===== src/rtl/ship_control_mapper.sv =====
// Maps held key levels onto ship thrust/rotate/shoot/start actions.
// Selects the control mode glitch-free and arbitrates opposing keys.
module ship_control_mapper #(
  parameter int FIRE_PERIOD = 25_000_000,
  parameter bit AUTOFIRE    = 1'b1,
  parameter bit LAST_WINS   = 1'b1,
  parameter int CNT_W       = $clog2(FIRE_PERIOD)
) (
  input  logic       clk,
  input  logic       reset,
  input  logic [9:0] key_in,
  input  logic [1:0] ctrl_mode,
  input  logic       enable,
  output logic       forward,
  output logic       backward,
  output logic       left_rotate,
  output logic       right_rotate,
  output logic       shoot,
  output logic       start,
  output logic [1:0] mode_active
);

  typedef enum logic [1:0] {
    IDLE,
    COOL,
    WAIT_REL
  } shoot_state_e;

  localparam logic [CNT_W-1:0] RELOAD = CNT_W'(FIRE_PERIOD - 1);

  logic [1:0] mode_req;
  logic       raw_f, raw_b, raw_l, raw_r;
  logic       prev_f, prev_b, prev_l, prev_r, prev_enter;
  logic       rise_f, rise_b, rise_l, rise_r;
  logic       pref_fb, pref_lr, pref_fb_n, pref_lr_n;
  logic       fwd_d, bwd_d, lft_d, rgt_d;
  logic       space;

  shoot_state_e     state, state_n;
  logic [CNT_W-1:0] cnt, cnt_n;
  logic             shoot_n;

  assign mode_req = (ctrl_mode == 2'd3) ? 2'd0 : ctrl_mode;
  assign space    = key_in[8];

  // Mode only switches with no direction key down, so nothing sticks.
  always_ff @(posedge clk) begin
    if (reset) begin
      mode_active <= mode_req;
    end else if (key_in[7:0] == 8'd0) begin
      mode_active <= mode_req;
    end
  end

  always_comb begin
    raw_f = key_in[6];
    raw_b = key_in[7];
    raw_l = key_in[4];
    raw_r = key_in[5];
    case (mode_active)
      2'd1: begin
        raw_f = key_in[0];
        raw_b = key_in[2];
        raw_l = key_in[1];
        raw_r = key_in[3];
      end
      2'd2: begin
        raw_f = key_in[6] | key_in[0];
        raw_b = key_in[7] | key_in[2];
        raw_l = key_in[4] | key_in[1];
        raw_r = key_in[5] | key_in[3];
      end
      default: ;
    endcase
  end

  assign rise_f = raw_f & ~prev_f;
  assign rise_b = raw_b & ~prev_b;
  assign rise_l = raw_l & ~prev_l;
  assign rise_r = raw_r & ~prev_r;

  // pref_fb=1: backward is newer; pref_lr=1: left is newer.
  always_comb begin
    pref_fb_n = pref_fb;
    pref_lr_n = pref_lr;
    if (rise_f) pref_fb_n = 1'b0;
    else if (rise_b) pref_fb_n = 1'b1;
    if (rise_r) pref_lr_n = 1'b0;
    else if (rise_l) pref_lr_n = 1'b1;
  end

  assign fwd_d = raw_f & (~raw_b | (LAST_WINS & ~pref_fb_n));
  assign bwd_d = raw_b & (~raw_f | (LAST_WINS & pref_fb_n));
  assign rgt_d = raw_r & (~raw_l | (LAST_WINS & ~pref_lr_n));
  assign lft_d = raw_l & (~raw_r | (LAST_WINS & pref_lr_n));

  always_ff @(posedge clk) begin
    if (reset) begin
      prev_f       <= 1'b0;
      prev_b       <= 1'b0;
      prev_l       <= 1'b0;
      prev_r       <= 1'b0;
      prev_enter   <= 1'b0;
      pref_fb      <= 1'b0;
      pref_lr      <= 1'b0;
      forward      <= 1'b0;
      backward     <= 1'b0;
      left_rotate  <= 1'b0;
      right_rotate <= 1'b0;
      start        <= 1'b0;
    end else begin
      prev_f       <= raw_f;
      prev_b       <= raw_b;
      prev_l       <= raw_l;
      prev_r       <= raw_r;
      prev_enter   <= key_in[9];
      pref_fb      <= enable & pref_fb_n;
      pref_lr      <= enable & pref_lr_n;
      forward      <= enable & fwd_d;
      backward     <= enable & bwd_d;
      left_rotate  <= enable & lft_d;
      right_rotate <= enable & rgt_d;
      start        <= enable & key_in[9] & ~prev_enter;
    end
  end

  always_comb begin
    state_n = state;
    cnt_n   = cnt;
    shoot_n = 1'b0;
    if (!enable) begin
      state_n = IDLE;
      cnt_n   = '0;
    end else begin
      case (state)
        IDLE: begin
          if (space) begin
            shoot_n = 1'b1;
            cnt_n   = RELOAD;
            state_n = COOL;
          end
        end
        COOL: begin
          if (cnt != '0) begin
            cnt_n = cnt - 1'b1;
          end else if (space) begin
            if (AUTOFIRE) begin
              shoot_n = 1'b1;
              cnt_n   = RELOAD;
            end else begin
              state_n = WAIT_REL;
            end
          end else begin
            state_n = IDLE;
          end
        end
        WAIT_REL: begin
          if (!space) state_n = IDLE;
        end
        default: state_n = IDLE;
      endcase
    end
  end

  always_ff @(posedge clk) begin
    if (reset) begin
      state <= IDLE;
      cnt   <= '0;
      shoot <= 1'b0;
    end else begin
      state <= state_n;
      cnt   <= cnt_n;
      shoot <= shoot_n;
    end
  end

endmodule

===== config.mk =====
export PLATFORM = sky130hd
export DESIGN_NAME = ship_control_mapper
export DESIGN_NICKNAME = d
export VERILOG_FILES = /design/src/rtl/ship_control_mapper.sv
export SDC_FILE = /design/constraint.sdc
export NUM_CORES = 1
export LEC_CHECK = 0
export CAP_MARGIN = 5
export CORE_MARGIN = 3
export CORE_UTILIZATION = 56
export CTS_CLUSTER_DIAMETER = 40
export DETAILED_ROUTE_END_ITERATION = 10
export PLACE_DENSITY = 0.8
export SYNTH_ARGS = -nofsm -noshare
export SYNTH_HDL_FRONTEND = slang
export SYNTH_SLANG_ARGS = --single-unit

===== constraint.sdc =====
create_clock -name clk -period 2.33 [get_ports clk]
set_input_delay 0.466 -clock clk [delete_from_list [all_inputs] [get_ports clk]]
set_output_delay 0.466 -clock clk [all_outputs]
set_load 0.005 [all_outputs]

==> flow_metrics.tcl <==
set metrics [dict create \
    status "complete, no violations" \
    synth-edff-count 2 \
    postSynth.asyncResetShare_pct 0 \
    hpwl_um 4100 \
    ys_types 52 \
    cts_num_sinks 41 \
    initial_core_util_pct 59.0 \
    cts_buffers 5 \
    nets 315 \
    wirelength_um 5700 \
    grt_pass1_vias 1919 \
    max-vdd-ir-drop_uv 598 \
    drive_gt1_share_pct 14.8 \
    track_usage_pct 26.4 \
    clkTransAtPathRegs_ns 0.08 \
    hold_path.class "flip-flop to flip-flop" \
    finalSetupViolCount 0 \
    antenna_found_initial 0 \
    syn_area_per_cell_um2 8.46 \
    layout_min_cycle_time_ns 2.19 \
    cts_hold_repair.buffers 0 \
    setup_ws_ns 0.139 \
    pin_count 23 \
    power_density_nw_per_um2 653 \
    final_antenna_net_count 0 \
    slew_violations 0 \
    dieArea_um2 4700 \
    hold_violations 0 \
    crit_required_ns 2.52 \
    fin_crit_sh_pct 94.0 \
    syn_nets 277 \
    critPathKind "flip-flop to flip-flop" \
    cp-start-kind "flip-flop" \
    grt_max_degree 17 \
    synth.most_common_cell "dfxtp_1" \
    power_mw 1.75 \
    ys.flop_type "dfxtp_1" \
    die_w_um 68.5 \
    clk_latency_ns 0.29 \
    dp_worst_setup_slack_ns 0.170 \
    gp_congestion 0.998 \
    fp.dieH_um 68.5 \
    root_buffer "clkbuf_8" \
    ys_seq_elements 41 \
    placed_cell_area_um2 2570 \
    synthTopCellsByArea "dfxtp_1, nor2_1, nor3_1" \
    grt_pass1_wl_um 9170 \
    end_kind "flip-flop" \
    worstPathArrival_ns 2.38 \
    drtIter0Drc 264 \
    rsz0062_at_grt "false" \
    max_slew.worst_pin.slew_ns 0.608 \
    fill_cells 282 \
    crit_fanout 8 \
    cts_tree "yes" \
    drc 0 \
    cts_buffer_depth 2 \
    htree_levels 2 \
    yosys_warnings 0 \
    wire_per_inst_um 16.5 \
    vias 2188 \
    max_slew_margin_pct 59.1 \
    fp.coreArea_um2 3720 \
    finalClockSkew_ns 0.00260 \
    via_per_inst 6.32 \
    drtPass1Iterations 7 \
    rows 22 \
    area_growth_pct 22.2 \
    p_leak_nw 1.01 \
    final_area_um2 2680 \
    postSynthCellCount 259 \
    synth.top_cells.by_count "dfxtp_1, nor2_1, nand2_1" \
    port-buffer-count 22 \
    yosys.area.top_type "dfxtp_1" \
    antenna_cells 0 \
    setup_tns_ns 0 \
    cap_violations 0 \
    yosysSeqAreaShare_pct 38.4 \
    synth.top_cell.area_share_pct 35.6 \
    syn_area_um2 2190 \
    max_freq_mhz 456 \
    grt_overflow_total 0 \
]
==> worst paths after layout <==
check | from | endpoint | slack [ns] | cells after the start
max | cnt[2] | cnt[13] | 0.14 | 5
max reg2reg | cnt[2] | cnt[13] | 0.14 | 5
min reg2reg | cnt[20] | cnt[20] | 0.48 | 2
min | cnt[20] | cnt[20] | 0.48 | 2
==> power by group <==
part | switching, mW | internal, mW | leakage [nW] | total, mW
clock network | 0.250 | 0.268 | 0.0542 | 0.517
registers | 0.0434 | 0.747 | 0.339 | 0.791
logic | 0.249 | 0.191 | 0.614 | 0.440
total | 0.542 | 1.21 | 1.01 | 1.75
==> what timing repair did <==
item                       in CTS  in global routing
buffers inserted                0                  1
setup endpoints to repair       0                  4
resized for setup               0                  0
==> metal layers <==
layer / part of all wire (%) / global-route usage (%) / routed length, µm
met1: 44 / 36.6 / 2520
met2: 46 / 40.5 / 2640
met3: 7.5 / 5.02 / 430
met4: 2.0 / 9.93 / 116
met5: 0 / 0 / 0
==> layout by cell type, fill, tap and decap left out, types with 3 or more instances in the layout <==
cell type / Yosys / layout
nor2_1: 29 / 29
o21ai_0: 16 / 16
or4_1: 5 / 5
ha_1: 3 / 3
nand2_1: 19 / 19
dfxtp_1: 39 / 39
clkbuf_8: 0 / 7
or3_1: 6 / 6
a31oi_1: 6 / 6
buf_4: 1 / 17
nor2b_1: 11 / 11
nor4_2: 4 / 4
a211oi_1: 6 / 6
o21a_1: 6 / 6
nand3_1: 10 / 10
nor4_1: 3 / 3
xor2_1: 3 / 3
nor3_1: 17 / 17
inv_1: 10 / 10
nand4_1: 6 / 6
a21oi_1: 11 / 11
clkdlybuf4s50_1: 0 / 22
==> flip-flops by register name, summed over array words and instances, names as in the netlist <==
register and count:
backward 1, pref_fb 1, start 1, left_rotate 1, prev_enter 1, mode_active 2
prev_b 1, state 1, prev_f 1, pref_lr 1, right_rotate 1, prev_l 1
cnt 25, prev_r 1, forward 1, shoot 1
==> area by class of cell <==
class                   instances  area [µm²]  share of cell area (%)
multi-input cells             199        1270                    47.4
flip-flops and latches         41         841                    31.4
repair buffers                 40         368                    13.7
clock buffers                   7        96.3                    3.60
well taps                      48        60.1                    2.24
inverters                      10        37.5                    1.40
clock inverters                 1        5.00                   0.187
==> worst max-delay path, cell delays in order, from the launching register on <==
cell and delay [ns]:
dfxtp_1 0.40, or4_1 0.63, nor4_1 0.50, a31o_2 0.26
o31ai_1 0.07, a41o_1 0.22
==> cells by family (layout without fill, tap and decap cells) <==
group                    Yosys count  count (layout)  synth area share, %
AO/OA/AOI/OAI                     68              68                 22.1
XOR/XNOR                           5               5                 2.00
adder cells (fa/ha/maj)            3               3                 1.71
buffers and inverters             19              58                 3.66
flip-flops                        41              41                 38.4
AND/OR/NAND/NOR                  123             123                 32.2
==> metrics by stage <==
stage               util, %  std cells  hold WS (ns)
finish                 72.1        346         0.482
global route           72.1        346         0.506
CTS                    71.9        345         0.485
detailed placement     69.1        337         0.476
global placement       69.1        337         0.470
floorplan                 -        259         0.456
Power figures use the tool's default switching activity.
